## src/rtl/router_ctrl_fsm_pkg.sv

```systemverilog
// Shared types and constants for the 1x3 router control block.
package router_pkg;

  localparam int NUM_PORTS       = 3;
  localparam logic [1:0] ADDR_INVALID = 2'd3;
  localparam int TIMEOUT_DEFAULT = 30;

  typedef enum logic [2:0] {
    DECODE_ADDRESS,
    LOAD_FIRST_DATA,
    LOAD_DATA,
    LOAD_PARITY,
    CHECK_PARITY_ERROR,
    FIFO_FULL,
    LOAD_AFTER_FULL,
    WAIT_TILL_EMPTY
  } state_t;

endpackage

```

## src/rtl/router_ctrl_fsm_if.sv

```systemverilog
// Handshake and status bundle between the router datapath/FIFOs and the control FSM.
interface router_ctrl_fsm_if;
  import router_pkg::*;

  logic                 pkt_valid;
  logic [1:0]           addr_in;
  logic                 parity_done;
  logic                 low_pkt_valid;
  logic                 fifo_full;
  logic [NUM_PORTS-1:0] fifo_empty;
  logic [NUM_PORTS-1:0] read_enb;
  logic                 busy;
  logic                 detect_add;
  logic                 lfd_state;
  logic                 ld_state;
  logic                 laf_state;
  logic                 full_state;
  logic                 rst_int_reg;
  logic [NUM_PORTS-1:0] write_enb;
  logic [NUM_PORTS-1:0] soft_rst;

  modport master (
    output pkt_valid, addr_in, parity_done, low_pkt_valid, fifo_full, fifo_empty, read_enb,
    input  busy, detect_add, lfd_state, ld_state, laf_state, full_state, rst_int_reg,
           write_enb, soft_rst
  );

  modport slave (
    input  pkt_valid, addr_in, parity_done, low_pkt_valid, fifo_full, fifo_empty, read_enb,
    output busy, detect_add, lfd_state, ld_state, laf_state, full_state, rst_int_reg,
           write_enb, soft_rst
  );

endinterface

```

## src/rtl/router_ctrl_fsm_soft_rst_timer.sv

```systemverilog
// Per-port idle timer: pulses soft_rst_o for one cycle after TIMEOUT idle cycles on a non-empty FIFO.
module soft_rst_timer #(
  parameter int TIMEOUT = 30,
  parameter int CW      = 5
) (
  input  logic clk,
  input  logic rst,
  input  logic empty,
  input  logic read_enb,
  output logic soft_rst_o
);

  logic [CW-1:0] count_q;

  // Clearing on the terminal count keeps the counter from ever wrapping.
  always_ff @(posedge clk) begin
    if (!rst) begin
      count_q    <= '0;
      soft_rst_o <= 1'b0;
    end else if (empty || read_enb) begin
      count_q    <= '0;
      soft_rst_o <= 1'b0;
    end else if (count_q == CW'(TIMEOUT - 1)) begin
      count_q    <= '0;
      soft_rst_o <= 1'b1;
    end else begin
      count_q    <= count_q + CW'(1);
      soft_rst_o <= 1'b0;
    end
  end

endmodule

```

## src/rtl/router_ctrl_fsm.sv

```systemverilog
// Router control FSM: header decode, payload/parity load sequencing and per-port idle timeouts.
module router_ctrl_fsm
  import router_pkg::*;
#(
  parameter int TIMEOUT = TIMEOUT_DEFAULT,
  parameter int CW      = 5
) (
  input  logic               clk,
  input  logic               rst,
  router_ctrl_fsm_if.slave   bus
);

  state_t               state_q, state_d;
  logic [1:0]           port_q, port_d;
  logic [NUM_PORTS-1:0] soft_rst_w;
  logic [3:0]           empty_ext;
  logic [3:0]           soft_ext;
  logic                 addr_ok;
  logic                 write_enb_reg;

  for (genvar i = 0; i < NUM_PORTS; i++) begin : gen_timer
    soft_rst_timer #(.TIMEOUT(TIMEOUT), .CW(CW)) u_timer (
      .clk        (clk),
      .rst        (rst),
      .empty      (bus.fifo_empty[i]),
      .read_enb   (bus.read_enb[i]),
      .soft_rst_o (soft_rst_w[i])
    );
  end

  assign bus.soft_rst = soft_rst_w;

  // Zero-extended so that a port index of 3 reads as "not empty / no reset".
  assign empty_ext = {1'b0, bus.fifo_empty};
  assign soft_ext  = {1'b0, soft_rst_w};
  assign addr_ok   = bus.pkt_valid && (bus.addr_in != ADDR_INVALID);

  always_ff @(posedge clk) begin
    if (!rst) begin
      state_q <= DECODE_ADDRESS;
      port_q  <= 2'd0;
    end else begin
      state_q <= state_d;
      port_q  <= port_d;
    end
  end

  always_comb begin
    state_d = state_q;
    port_d  = port_q;
    case (state_q)
      DECODE_ADDRESS: begin
        if (addr_ok) begin
          port_d  = bus.addr_in;
          state_d = empty_ext[bus.addr_in] ? LOAD_FIRST_DATA : WAIT_TILL_EMPTY;
        end
      end
      WAIT_TILL_EMPTY:    if (empty_ext[port_q]) state_d = LOAD_FIRST_DATA;
      LOAD_FIRST_DATA:    state_d = LOAD_DATA;
      LOAD_DATA: begin
        if (bus.fifo_full)       state_d = FIFO_FULL;
        else if (!bus.pkt_valid) state_d = LOAD_PARITY;
      end
      LOAD_PARITY:        state_d = CHECK_PARITY_ERROR;
      CHECK_PARITY_ERROR: state_d = bus.fifo_full ? FIFO_FULL : DECODE_ADDRESS;
      FIFO_FULL:          if (!bus.fifo_full) state_d = LOAD_AFTER_FULL;
      LOAD_AFTER_FULL: begin
        if (bus.parity_done)        state_d = DECODE_ADDRESS;
        else if (bus.low_pkt_valid) state_d = LOAD_PARITY;
        else                        state_d = LOAD_DATA;
      end
      default:            state_d = DECODE_ADDRESS;
    endcase
    // A timed-out consumer abandons the packet in flight.
    if (state_q != DECODE_ADDRESS && soft_ext[port_q]) state_d = DECODE_ADDRESS;
  end

  always_comb begin
    bus.busy        = 1'b0;
    bus.detect_add  = 1'b0;
    bus.lfd_state   = 1'b0;
    bus.ld_state    = 1'b0;
    bus.laf_state   = 1'b0;
    bus.full_state  = 1'b0;
    bus.rst_int_reg = 1'b0;
    write_enb_reg   = 1'b0;
    case (state_q)
      DECODE_ADDRESS:     bus.detect_add = 1'b1;
      LOAD_FIRST_DATA: begin
        bus.busy      = 1'b1;
        bus.lfd_state = 1'b1;
        write_enb_reg = 1'b1;
      end
      LOAD_DATA: begin
        bus.ld_state  = 1'b1;
        write_enb_reg = 1'b1;
      end
      LOAD_PARITY: begin
        bus.busy      = 1'b1;
        write_enb_reg = 1'b1;
      end
      CHECK_PARITY_ERROR: begin
        bus.busy        = 1'b1;
        bus.rst_int_reg = 1'b1;
      end
      FIFO_FULL: begin
        bus.busy       = 1'b1;
        bus.full_state = 1'b1;
      end
      LOAD_AFTER_FULL: begin
        bus.busy      = 1'b1;
        bus.laf_state = 1'b1;
        write_enb_reg = 1'b1;
      end
      WAIT_TILL_EMPTY:    bus.busy = 1'b1;
      default:            bus.detect_add = 1'b1;
    endcase
    bus.write_enb = write_enb_reg ? (3'b001 << port_q) : 3'b000;
  end

endmodule

```

## src/flat_wrapper.sv

```systemverilog
// flat-port wrapper written by rule: the top's interface ports become plain ports
module router_ctrl_fsm_flat import router_pkg::*;
#(
  parameter int TIMEOUT = TIMEOUT_DEFAULT,
  parameter int CW      = 5
)
  (clk, rst, bus_pkt_valid, bus_addr_in, bus_parity_done, bus_low_pkt_valid, bus_fifo_full, bus_fifo_empty, bus_read_enb, bus_busy, bus_detect_add, bus_lfd_state, bus_ld_state, bus_laf_state, bus_full_state, bus_rst_int_reg, bus_write_enb, bus_soft_rst);
  router_ctrl_fsm_if bus_i ();
  input  logic clk;
  input  logic rst;
  input wire logic [$bits(bus_i.pkt_valid)-1:0] bus_pkt_valid;
  input wire logic [$bits(bus_i.addr_in)-1:0] bus_addr_in;
  input wire logic [$bits(bus_i.parity_done)-1:0] bus_parity_done;
  input wire logic [$bits(bus_i.low_pkt_valid)-1:0] bus_low_pkt_valid;
  input wire logic [$bits(bus_i.fifo_full)-1:0] bus_fifo_full;
  input wire logic [$bits(bus_i.fifo_empty)-1:0] bus_fifo_empty;
  input wire logic [$bits(bus_i.read_enb)-1:0] bus_read_enb;
  output wire logic [$bits(bus_i.busy)-1:0] bus_busy;
  output wire logic [$bits(bus_i.detect_add)-1:0] bus_detect_add;
  output wire logic [$bits(bus_i.lfd_state)-1:0] bus_lfd_state;
  output wire logic [$bits(bus_i.ld_state)-1:0] bus_ld_state;
  output wire logic [$bits(bus_i.laf_state)-1:0] bus_laf_state;
  output wire logic [$bits(bus_i.full_state)-1:0] bus_full_state;
  output wire logic [$bits(bus_i.rst_int_reg)-1:0] bus_rst_int_reg;
  output wire logic [$bits(bus_i.write_enb)-1:0] bus_write_enb;
  output wire logic [$bits(bus_i.soft_rst)-1:0] bus_soft_rst;
  assign bus_i.pkt_valid = bus_pkt_valid;
  assign bus_i.addr_in = bus_addr_in;
  assign bus_i.parity_done = bus_parity_done;
  assign bus_i.low_pkt_valid = bus_low_pkt_valid;
  assign bus_i.fifo_full = bus_fifo_full;
  assign bus_i.fifo_empty = bus_fifo_empty;
  assign bus_i.read_enb = bus_read_enb;
  assign bus_busy = bus_i.busy;
  assign bus_detect_add = bus_i.detect_add;
  assign bus_lfd_state = bus_i.lfd_state;
  assign bus_ld_state = bus_i.ld_state;
  assign bus_laf_state = bus_i.laf_state;
  assign bus_full_state = bus_i.full_state;
  assign bus_rst_int_reg = bus_i.rst_int_reg;
  assign bus_write_enb = bus_i.write_enb;
  assign bus_soft_rst = bus_i.soft_rst;
  router_ctrl_fsm #(.TIMEOUT(TIMEOUT), .CW(CW)) u_core (.clk(clk), .rst(rst), .bus(bus_i));
endmodule
```

## config.mk

```make
export PLATFORM = sky130hd
export DESIGN_NAME = router_ctrl_fsm_flat
export DESIGN_NICKNAME = d
export VERILOG_FILES = /design/src/rtl/router_ctrl_fsm_pkg.sv /design/src/rtl/router_ctrl_fsm_if.sv /design/src/rtl/router_ctrl_fsm_soft_rst_timer.sv /design/src/rtl/router_ctrl_fsm.sv /design/src/flat_wrapper.sv
export SDC_FILE = /design/constraint.sdc
export NUM_CORES = 1
export LEC_CHECK = 0
export BUFFER_PORTS_ARGS = -buffer_cell sky130_fd_sc_hd__buf_2
export CORE_MARGIN = 1
export CORE_UTILIZATION = 50
export CTS_BUF_LIST = sky130_fd_sc_hd__clkbuf_4 sky130_fd_sc_hd__clkbuf_8
export DETAILED_ROUTE_END_ITERATION = 16
export PLACE_DENSITY = 0.76
export SLEW_MARGIN = 20
export SYNTH_ARGS = -nofsm -noshare
export SYNTH_HDL_FRONTEND = slang
export SYNTH_SLANG_ARGS = --single-unit
```

## constraint.sdc

```tcl
create_clock -name clk -period 1.5 [get_ports clk]
set_clock_uncertainty 0.15 [all_clocks]
set_input_delay 0.15 -clock clk [delete_from_list [all_inputs] [get_ports clk]]
set_output_delay 0.15 -clock clk [all_outputs]
set_load 0.05 [all_outputs]
```

Word-level counts from Yosys, hierarchy flattened

Index checks and enable logic that the tools add are counted.

Bits in read-only memories: 0
Bits in latches: 0
Bits in writable memories: 0
Word-level logic and storage cells: 76
Memories: 0
Register bits after elaboration: 23

Multiply operators: 0
Bitwise gates (word level): 1
Add/subtract/negate cells: 3
Div/mod/pow operators: 0
Muxes and demuxes: 28
Equal/unequal tests: 15
Magnitude comparators: 2
Shifts and indexed selects: 1
Reductions and logical operators: 18

Operators by type and width:

| cell                                                                    | count |
|---|---|
| 3-bit two-way mux                                                       | 9 |
| 3-bit case mux with 8 select lines                                      | 1 |
| 5-bit by 1-bit adder with 5-bit output, second input constant           | 3 |
| 5-bit == test, second input constant                                    | 3 |
| 1-bit two-way mux                                                       | 15 |
| 3-bit == test, second input constant                                    | 4 |
| 3-bit OR reduction                                                      | 3 |
| 2-bit OR reduction                                                      | 4 |
| 1-bit binary-select mux with 2-bit select                               | 3 |
| 3-bit by 2-bit == test with 1-bit output, second input constant         | 2 |
| 2-bit by 3-bit < comparator with 1-bit output, second input constant    | 2 |
| 6-bit OR reduction                                                      | 1 |
| 2-bit by 1-bit inequality test with 1-bit output, second input constant | 2 |
| 2-bit inequality test, second input constant                            | 2 |
| 4-bit AND reduction                                                     | 1 |
| 4-bit OR reduction                                                      | 1 |
| 3-bit by 1-bit == test with 1-bit output, second input constant         | 1 |
| 3-bit zero test                                                         | 1 |
| 1-bit logical OR                                                        | 3 |
| 3-bit inequality test, second input constant                            | 1 |
| 3-bit nonzero test                                                      | 1 |
| 1-bit by 2-bit << shifter with 3-bit output, first input constant       | 1 |
| 1-bit logical AND                                                       | 2 |
| 2-bit AND reduction                                                     | 1 |
| 1-bit inverter                                                          | 1 |

Longest topological paths before layout

Gate-level depths: netlist of the first run.

Depth in word-level cells: 5
Depth in mapped cells: 6
Gate-level depth less buffers: 5

Cells and area by module

A second synthesis of the first run with hierarchy kept.

Cell total of the unflattened synthesis: 137
Area, all modules: 1206.2 µm²

Modules (own cells, without submodules):

| module          | seq. area each (µm²) | area an instance (µm²) | cells each | times used |
|---|---|---|---|---|
| soft_rst_timer  | 120.1                | 231.5                  | 24         | 3 |
| router_ctrl_fsm | 100.1                | 511.7                  | 65         | 1 |

Worst setup path before layout of the first run

Ideal clock, no wire load.

Path type: reg2reg
Start point: register u_core.state_q[1]
End point: register u_core.state_q[0]
Data required time: 1214 ps
Path slack: -1013 ps
Stages on the path, launching flop included: 6
Arrival time: 2226 ps
Clock period less this slack: 2513 ps
Path buffers: 0
Cell sequence: dfxtp_1 nor3b_1 nand3b_1 o2111ai_4 a221o_1 a21oi_2

Word-level cells in the longest chain between the ends: 3
Elaborated cells on any way between the ends: 17
Classes of those cells: 11 x eq/ne; 1 x mux; 5 x reduce/logical

RTL lines:

| element                                                             | line                  | RTL |
|---|---|---|
| start, declared                                                     | router_ctrl_fsm.sv:13 | `state_t state_q, state_d;` |
| start signal, assigned                                              | router_ctrl_fsm.sv:43 | `state_q <= state_d;` |
| 3-bit by 2-bit == test with 1-bit output (tied with other cells)    | router_ctrl_fsm.sv:51 | `case (state_q)` |
| 3-bit inequality test (no line) (tied with other cells)             | --                    |  |
| 4-bit AND reduction (no line) or 2-bit OR reduction (tied branches) | --                    |  |

Parallel ways exist; a longest one is shown, timed or not.
A chain may end at the register's enable or synchronous reset.

Worst setup path after layout of the first run

Start point: register u_core.state_q[2]
End point: output bus_detect_add

Word-level cells in the longest chain between the ends: 2

RTL lines:

| element           | line                  | RTL |
|---|---|---|
| 3-bit zero test   | router_ctrl_fsm.sv:87 | `case (state_q)` |
| 1-bit two-way mux | router_ctrl_fsm.sv:87 |  |
| end, declared     | flat_wrapper.sv:19    | `output wire logic [$bits(bus_i.detect_add)-1:0] bus_detect_add;` |

No other way between the ends.

==> out/qor.yml, run 1 <==
logic_synthesis:
  synth-seq-cells: 23
  async_flop_share_pct: 0
  synth_area_leader_cell: "dfxtp_1"
  synth_area_per_cell_sq_um: 9.03
  synthesis.nets: 154
  synthFlopType: "dfxtp_1"
  ys_seq_area_share_pct: 38.1
  yosysMostFrequentCell: "dfxtp_1"
  synth.yosys.warnings: 0
  syn_area_sq_um: 1210
  synthTopCellsByCount: "23 x dfxtp_1, 21 x nor2_1, 7 x nand2_1, 7 x nor3b_1"
  synth_simple_gate_area_share_pct: 27.2
  synth_fa_ha_area_share_pct: 6.20
  synth_edf_count: 0
  syn_inst: 134
  yosysUniqueCellTypes: 38
  synth_compound_area_share_pct: 12.2
  synth_top_family_by_area: "simple AND/OR/NAND/NOR gates"
  synth_top_area_share_pct: 38.1
  muxShareOfSynthArea_pct: 3.41
  synth-xor-area-share_pct: 6.51
  synth.area.top_cells: "dfxtp_1 38%, nor2_1 6.5%, ha_1 6.2%, nor3b_1 4.3%, xor2_1 4.3%"
sta:
  fin_crit_sh_pct: 113
  drv_slew: 0
  hold_violations: 0
  worst_slack_ns: -0.188
  fmax_mhz: 592
  worst_pin_slew_ns: 0.296
  setup_violations: 15
  tns_ns: -1.48
  whs_ns: 0.00687
  max_slew_margin_pct: 79.7
  rsz0062_at_grt: "true"
  finalCriticalPeriod_ns: 1.69
critical_path:
  path_class: "flip-flop to primary output"
  critPathBufInv: 2
  path_delay_family: "simple AND/OR/NAND/NOR gates"
  end_kind: "primary output"
  cp_data_required_time_ns: 1.20
  crit_chain: "or3_4 -> clkinvlp_4 -> buf_8"
  cp-start-kind: "flip-flop"
  crit_fanout: 5
  arrival_ns: 1.39
  cp_slowest_cell: "or3_4"
  max_stage_delay_ns: 0.41
route:
  wl_per_cell_microns: 13.4
  vias_per_cell: 5.37
  drtIter0Drc: 22
  routed_wl_microns: 2760
  antenna_left: 0
  num_vias: 1111
  drc: 0
  dr.pass1.iters: 4
global_routing:
  grtUsageTotal_pct: 24.7
  antenna_found_initial: 0
  grt_max_degree: 14
  grt_pass1_vias: 1058
  grt_pass1_wl_microns: 4690
  gr-total-overflow: 0
place:
  gp_congestion: 0.804
  port_buffers: 26
  place_hpwl_microns: 1910
  dpl-instance-area_sq_um: 1480
  placed_cells: 191
  place_ws_ns: -0.0296
cells_and_area:
  area_delta_synth_final_pct: 48.5
  drive_gt1_share_pct: 42.5
  num-nets-final: 200
  final_cell_area_sq_um: 1800
  fin_cells: 207
  fillers: 152
  regArea_sq_um: 469
  multi_input_area_sq_um: 805
  post-route-util_pct: 79.7
  diodes: 0
clock_network:
  cts.path.max_buffers: 2
  cts.sinks: 23
  cts-htree-levels: 1
  cts.reportedPaths.clkPinSlew_ns: 0.12
  clk_latency_ns: 0.31
  ctsRootBufferMaster: "clkbuf_4"
  cts_tree: "done"
  cts_buffers: 3
hold_path:
  min_path_type: "primary input to flip-flop"
power_and_ir_drop:
  peakVddDrop_uv: 2000
  leakage_nw: 0.719
  p_per_area_nw_per_um2: 1840
  p_total_mw: 3.30
floorplanning:
  design.die.area_sq_um: 2620
  die_h_microns: 51.2
  coreArea_sq_um: 2250
  rows: 17
  dieWidth_microns: 51.2
  io_pins: 27
  initial_utilization_pct: 53.7
flow_run:
  cap_viol_max_count: 0
run_status:
  outcome: "finished, violations left"
  violations: "negative setup slack"
## cells in the final DEF, fill, tap and decap left out, types with 2 or more instances in the layout
cell and n:
nand3b_1 3, buf_8 4, clkbuf_4 3, xnor2_1 3
buf_2 16, a21oi_2 2, nand4_1 3, dfxtp_4 2
o21ai_0 2, o221a_2 2, nor2b_1 4, inv_1 4
dfxtp_1 20, buf_6 11, nor2_1 19, mux2i_1 3
nor3_4 2, buf_4 9, nand2_2 2, nand3_1 6
buf_12 2, xor2_1 6, nor3b_4 3, nor2_4 2
o21ai_1 2, nand2b_4 2, dlygate4sd3_1 6, nor3b_1 4
ha_1 6, nand2_1 5
## worst min-delay path: cells and delay by family
kind | cells | cell delay, ns
AND/OR/NAND/NOR | 2 | 0.17
buffers and inverters | 1 | 0.12
## per-layer routing
| metal | part of all wire (%) | global-route usage [%] |
|---|---|---|
| met5 | 0 | 0 |
| met4 | 2.5 | 11.6 |
| met3 | 3.1 | 5.06 |
| met2 | 51 | 45.0 |
| met1 | 43 | 27.1 |
## repair_timing
| item | CTS | global route |
|---|---|---|
| hold buffers | 6 | 0 |
| pin swaps | 8 | 4 |
| gates resized for setup | 42 | 6 |
| setup endpoints to repair | 15 | 15 |
| endpoints found under the hold margin | 6 | 0 |
| setup buffers | 5 | 2 |
## kinds of logic (layout without fill, tap and decap cells)
family / count (synthesis) / in the layout
flops: 23 / 23
buf+inv: 13 / 58
compound gates: 17 / 17
xor+xnor: 9 / 9
mux: 4 / 4
fa+ha+maj: 6 / 6
simple gates: 62 / 62
## sequential cells by signal, summed over array words and instances (netlist names)
signal	flops
u_core.gen_timer.u_timer.count_q	15
u_core.gen_timer.u_timer.soft_rst_o	3
u_core.port_q	2
u_core.state_q	3
## power by group
part,switching (mW),total (mW),internal (mW)
Combinational,1.18,2.24,1.06
Sequential,0.0873,0.775,0.688
Clock,0.184,0.283,0.0999
## worst paths after layout
kind              slack, ns  cells after the start                                    from                                endpoint
hold reg to reg        0.33                      1  u_core.gen_timer[2].u_timer.count_q[0]  u_core.gen_timer[2].u_timer.count_q[0]
setup / recovery      -0.19                      3                       u_core.state_q[2]                          bus_detect_add
hold / removal        0.007                      3                       bus_fifo_empty[1]  u_core.gen_timer[1].u_timer.soft_rst_o
setup reg to reg      -0.17                      5                       u_core.state_q[2]                       u_core.state_q[0]
## area by class of cell
| class | instances | area share, % |
|---|---|---|
| flip-flops and latches | 23 | 26.1 |
| clock buffers | 3 | 1.25 |
| clock inverters | 1 | 0.279 |
| inverters | 6 | 1.60 |
| well taps | 28 | 1.95 |
| multi-input cells | 98 | 44.8 |
| repair buffers | 48 | 24.0 |
Power figures use the tool's default switching activity.
==> run 2, diff against run 1 <==
--- a/config.mk
+++ b/config.mk
@@ -7,10 +7,10 @@
 export LEC_CHECK = 0
 export BUFFER_PORTS_ARGS = -buffer_cell sky130_fd_sc_hd__buf_2
 export CORE_MARGIN = 1
-export CORE_UTILIZATION = 50
+export CORE_UTILIZATION = 30
 export CTS_BUF_LIST = sky130_fd_sc_hd__clkbuf_4 sky130_fd_sc_hd__clkbuf_8
 export DETAILED_ROUTE_END_ITERATION = 16
-export PLACE_DENSITY = 0.76
+export PLACE_DENSITY = 0.48
 export SLEW_MARGIN = 20
 export SYNTH_ARGS = -nofsm -noshare
 export SYNTH_HDL_FRONTEND = slang
==> constraint.sdc (replaced) <==
create_clock -name clk -period 2.15 [get_ports clk]
set_clock_uncertainty 0.15 [all_clocks]
set_input_delay 0.215 -clock clk [delete_from_list [all_inputs] [get_ports clk]]
set_output_delay 0.215 -clock clk [all_outputs]
set_load 0.05 [all_outputs]
==> out/qor.yml, run 2 (synthesized netlist as in run 1, its figures left out) <==
run_status:
  outcome: "finished, final reports clean"
cells_and_area:
  largest_reg_flops: 15  # unchanged
  largestRegisters: "u_core.gen_timer.u_timer.count_q (15), u_core.gen_timer.u_timer.soft_rst_o (3), u_core.state_q (3)"
  multi_input_area_sq_um: 677  # -16%
  regArea_sq_um: 460  # -1.9%
  drive_gt1_share_pct: 26.1  # -16 points
  fillers: 378  # +150%
  num-nets-final: 178  # -11%
  diodes: 0  # unchanged
  layout_common_cells: "26 x buf_2, 23 x dfxtp_1, 21 x nor2_1, 7 x nand2_1"
  layout.cells.most_common: "buf_2"
  final_cell_area_sq_um: 1400  # -22%
  top_register: "u_core.gen_timer.u_timer.count_q"
  area_delta_synth_final_pct: 15.6
flow_run:
  cap_viol_max_count: 0  # unchanged
sta:
  finalCriticalPeriod_ns: 1.93
  whs_ns: 0.0810  # +0.0741 ns
  drv_slew: 0  # unchanged
  setup_violations: 0  # -15
  fmax_mhz: 519
  worst_pin_slew_ns: 0.560  # +0.264 ns
  fin_crit_sh_pct: 89.6
  hold_violations: 0  # unchanged
  max_slew_margin_pct: 62.1  # -18 points
  worst_slack_ns: 0.223  # +0.411 ns
  rsz0062_at_grt: "false"
critical_path:
  path_depth: 3  # unchanged
  crit_fanout: 12  # +7
  end_kind: "primary output"
  r2r-start: "u_core.state_q[2]"
  path_delay_family: "flip-flops"
  cp-start-kind: "flip-flop"
  max_stage_delay_ns: 0.53  # +0.12 ns
  arrival_ns: 1.56  # +0.17 ns
  r2r_cells: 4  # -1
  ff2ff_setup_slack_ns: 0.34  # +0.51 ns
  cp_slowest_cell: "dfxtp_1"
  cp_data_required_time_ns: 1.78  # +0.58 ns
  rr_endpoint: "u_core.state_q[1]"
  critPathBufInv: 1  # -1
  crit_chain: "o21ai_0 -> nor3b_1 -> buf_2"
  path_class: "flip-flop to primary output"
floorplanning:
  io_pins: 27  # unchanged
  rows: 22  # +5
  dieWidth_microns: 65.5  # +28%
  die_h_microns: 65.5  # +28%
  coreArea_sq_um: 3770  # +67%
  initial_utilization_pct: 32.1  # -22 points
  design.die.area_sq_um: 4290  # +64%
clock_network:
  clk_latency_ns: 0.26  # -0.05 ns
  cts-htree-levels: 1  # unchanged
  cts_tree: "done"
  cts_resized: 0  # -100%
  post_cts_buffers: 0  # -5
  ctsRootBufferMaster: "clkbuf_8"
  holdBufCountCts: 0  # -6
  cts.reportedPaths.clkPinSlew_ns: 0.09  # -0.03 ns
  cts.sinks: 23  # unchanged
  cts.path.max_buffers: 2  # unchanged
  cts_buffers: 3  # unchanged
place:
  port_buffers: 26  # unchanged
  place_hpwl_microns: 1820  # -4.6%
  gp_congestion: 0.757  # -5.8%
  place_ws_ns: 0.366  # +0.396 ns
  dpl-instance-area_sq_um: 1350  # -8.9%
hold_path:
  min_from: "bus_read_enb[0]"
  hold_path_depth: 3  # unchanged
  min_path_type: "primary input to flip-flop"
  worstHoldEndpoint: "u_core.gen_timer[0].u_timer.soft_rst_o"
route:
  wl_per_cell_microns: 11.3  # -15%
  drc: 0  # unchanged
  routed_wl_microns: 2310  # -16%
  antenna_left: 0  # unchanged
  vias_per_cell: 4.61  # -14%
  drtIter0Drc: 67  # +200%
  num_vias: 946  # -15%
  dr.pass1.iters: 2  # -2
power_and_ir_drop:
  p_per_area_nw_per_um2: 1180  # -36%
  p_total_mw: 1.65  # -50%
  peakVddDrop_uv: 408  # -80%
  leakage_nw: 0.564  # -22%
global_routing:
  grt_pass1_wl_microns: 4110  # -13%
  antenna_found_initial: 0  # unchanged
  grt_max_degree: 14  # unchanged
  gr-total-overflow: 0  # unchanged
  grt_pass1_vias: 928  # -12%
  grtUsageTotal_pct: 12.3  # -12 points
## run 2: changes by cell type in the layout (fill, tap and decap cells not counted), moves of 3 or more
cell	change
clkbuf_8	+3
buf_2	+10
buf_6	-11
dlygate4sd3_1	-6
buf_4	-9
dfxtp_1	+3
nor3b_4	-3
buf_8	-4
## run 2: worst register-to-register path, stage by stage, from the launching register on
cell	delay, ns
dfxtp_1	0.57
or3_4	0.24
inv_1	0.07
o311ai_1	0.52
nor3_1	0.13
## run 2: power by group
| part | switching [mW] | internal, mW | total, mW |
|---|---|---|---|
| combinational | 0.531 | 0.272 | 0.803 |
| sequential | 0.0997 | 0.465 | 0.565 |
| clock | 0.136 | 0.145 | 0.281 |
| total | 0.766 | 0.882 | 1.65 |
## run 2: per-stage QoR
stage	instances	TNS, ns	utilization, %
global route	205	0	37.1
global placement	201	0	35.8
floorplan	134	-0.0856	-
CTS	205	0	37.1
detailed placement	201	0	35.8
finish	205	0	37.1
## run 2: routing by layer
| layer | GRT usage, % | part of all wire [%] | up-vias |
|---|---|---|---|
| met5 | 0 | 0 | - |
| met2 | 20.9 | 48 | 14 |
| li1 | - | - | 505 |
| met4 | 3.26 | 0.35 | 0 |
| met1 | 15.2 | 48 | 425 |
| met3 | 3.47 | 3.6 | 2 |
## run 2: cell type report
cell class                      count  area share (%)
Multi-Input combinational cell     98            48.4
Sequential cell                    23            32.9
Timing Repair Buffer               26            9.30
Tap cell                           48            4.29
Clock buffer                        4            3.49
Inverter                            6            1.61
## run 2: worst max-delay path by stage
stage               slack, ns           endpoint         startpoint
floorplan               -0.05   bus_write_enb[2]  u_core.state_q[0]
global placement         0.44  u_core.state_q[1]  u_core.state_q[2]
detailed placement       0.37  u_core.state_q[1]  u_core.state_q[2]
CTS                      0.17   bus_write_enb[1]  u_core.state_q[0]
global route             0.03   bus_write_enb[1]  u_core.state_q[0]
finish                   0.22   bus_write_enb[1]  u_core.state_q[0]
==> run 3, diff against run 2 <==
==> constraint.sdc (replaced) <==
create_clock -name clk -period 2 [get_ports clk]
set_clock_uncertainty 0.15 [all_clocks]
set_input_delay 0.2 -clock clk [delete_from_list [all_inputs] [get_ports clk]]
set_output_delay 0.2 -clock clk [all_outputs]
set_load 0.05 [all_outputs]
==> out/qor.yml, run 3 (synthesized netlist as in run 1, its figures left out) <==
sta:
  setup_violations: 0  # unchanged
  worst_slack_ns: 0.173  # -0.0502 ns
  worst_pin_slew_ns: 0.561  # +0.00164 ns
  tns_ns: 0  # unchanged
  rsz0062_at_grt: "false"
  drv_slew: 0  # unchanged
  fmax_mhz: 547
  hold_violations: 0  # unchanged
  max_slew_margin_pct: 62.0  # -0.11 points
  fin_crit_sh_pct: 91.4
  finalCriticalPeriod_ns: 1.83
global_routing:
  grt_pass1_wl_microns: 3860  # -6.0%
  gr-total-overflow: 0  # unchanged
  grt_pass1_vias: 873  # -5.9%
  grtUsageTotal_pct: 11.9  # -0.47 points
  antenna_found_initial: 0  # unchanged
  grt_max_degree: 14  # unchanged
place:
  place_hpwl_microns: 1800  # -1.3%
  dpl-instance-area_sq_um: 1350  # unchanged
  port_buffers: 26  # unchanged
  gp_congestion: 0.756  # about the same
  place_ws_ns: 0.240  # -0.126 ns
critical_path:
  path_delay_family: "flip-flops"
  arrival_ns: 1.48  # -0.08 ns
  crit_chain: "o21ai_0 -> nor3b_1 -> buf_2"
  ff2ff_setup_slack_ns: 0.23  # -0.11 ns
  cp_data_required_time_ns: 1.65  # -0.13 ns
  r2r-start: "u_core.state_q[2]"
  path_class: "flip-flop to primary output"
  crit_fanout: 12  # unchanged
  cp_slowest_cell: "dfxtp_1"
  critPathBufInv: 1  # unchanged
  r2r_cells: 4  # unchanged
  rr_endpoint: "u_core.state_q[1]"
  cp-start-kind: "flip-flop"
  end_kind: "primary output"
  max_stage_delay_ns: 0.51  # -0.02 ns
route:
  num_vias: 945  # -0.11%
  routed_wl_microns: 2290  # -1.2%
  vias_per_cell: 4.61  # -0.11%
  dr.pass1.iters: 4  # +2
  antenna_left: 0  # unchanged
  drtIter0Drc: 53  # -21%
  drc: 0  # unchanged
  wl_per_cell_microns: 11.2  # -1.2%
clock_network:
  cts-htree-levels: 1  # unchanged
  cts.reportedPaths.clkPinSlew_ns: 0.08  # about the same
  cts.path.max_buffers: 2  # unchanged
  ctsRootBufferMaster: "clkbuf_8"
  post_cts_buffers: 0  # unchanged
  holdBufCountCts: 0  # unchanged
  cts_tree: "done"
  cts_buffers: 3  # unchanged
  clk_latency_ns: 0.26  # about the same
  cts_resized: 0  # unchanged
  cts.sinks: 23  # unchanged
run_status:
  outcome: "finished, final reports clean"
floorplanning:
  coreArea_sq_um: 3770  # unchanged
  dieWidth_microns: 65.5  # unchanged
  die_h_microns: 65.5  # unchanged
  initial_utilization_pct: 32.1  # unchanged
  design.die.area_sq_um: 4290  # unchanged
  rows: 22  # unchanged
  io_pins: 27  # unchanged
cells_and_area:
  num-nets-final: 178  # unchanged
  diodes: 0  # unchanged
  largest_reg_flops: 15  # unchanged
  layout_common_cells: "26 x buf_2, 22 x dfxtp_1, 21 x nor2_1, 7 x nand2_1"
  post-route-util_pct: 37.1  # about the same
  area_delta_synth_final_pct: 15.7  # about the same
  drive_gt1_share_pct: 26.8  # +0.64 points
  top_register: "u_core.gen_timer.u_timer.count_q"
  largestRegisters: "u_core.gen_timer.u_timer.count_q (15), u_core.gen_timer.u_timer.soft_rst_o (3), u_core.state_q (3)"
  layout.cells.most_common: "buf_2"
  final_cell_area_sq_um: 1400  # about the same
hold_path:
  min_path_type: "primary input to flip-flop"
  worstHoldEndpoint: "u_core.gen_timer[1].u_timer.soft_rst_o"
  hold_path_depth: 3  # unchanged
  min_from: "bus_read_enb[1]"
flow_run:
  cap_viol_max_count: 0  # unchanged
power_and_ir_drop:
  leakage_nw: 0.565  # about the same
  p_total_mw: 1.77  # +7.5%
  peakVddDrop_uv: 358  # -12%
  p_per_area_nw_per_um2: 1270  # +7.4%
[run 3: how the worst max path moves through the flow]
stage | slack (ns) | end | cells after the start | from
4_1_cts | 0.07 | bus_write_enb[1] | 3 | u_core.state_q[0]
6_report | 0.17 | bus_write_enb[1] | 3 | u_core.state_q[1]
5_1_grt | 0.03 | u_core.state_q[1] | 4 | u_core.state_q[2]
2_1_floorplan | -0.19 | bus_write_enb[2] | 3 | u_core.state_q[0]
3_3_place_gp | 0.29 | u_core.state_q[1] | 4 | u_core.state_q[2]
3_5_place_dp | 0.24 | u_core.state_q[1] | 4 | u_core.state_q[2]
[run 3: power breakdown]
part           internal (mW)  switching, mW  total (mW)
logic                  0.293          0.577       0.870
registers              0.503          0.105       0.607
clock network          0.155          0.140       0.295
[run 3: worst register-to-register path, delay by kind of cell (launching register included)]
family / cells / cell delay [ns]
AO/OA/AOI/OAI: 1 / 0.52
flip-flops: 1 / 0.55
AND/OR/NAND/NOR: 2 / 0.36
buffers and inverters: 1 / 0.06
[run 3: through the flow]
stage / hold WS, ns / std cells
CTS: 0.0522 / 205
detailed placement: 0.312 / 201
finish: 0.0636 / 205
global placement: 0.297 / 201
global route: 0.0570 / 205
floorplan: 0.197 / 134
[run 3: layout make-up]
type	instances	area (sq um)
multi-input combinational	98	677
clock buffer	4	48.8
inverter	6	22.5
tap	48	60.1
timing repair buffer	26	130
fill	367	2370
sequential	23	462
[run 3: layer usage]
layer,up-vias,part of all wire [%],global-route usage (%)
met5,-,0,0
met4,0,0.70,3.26
met3,2,4.7,3.99
met2,14,47,20.4
met1,422,48,14.0
li1,507,-,-
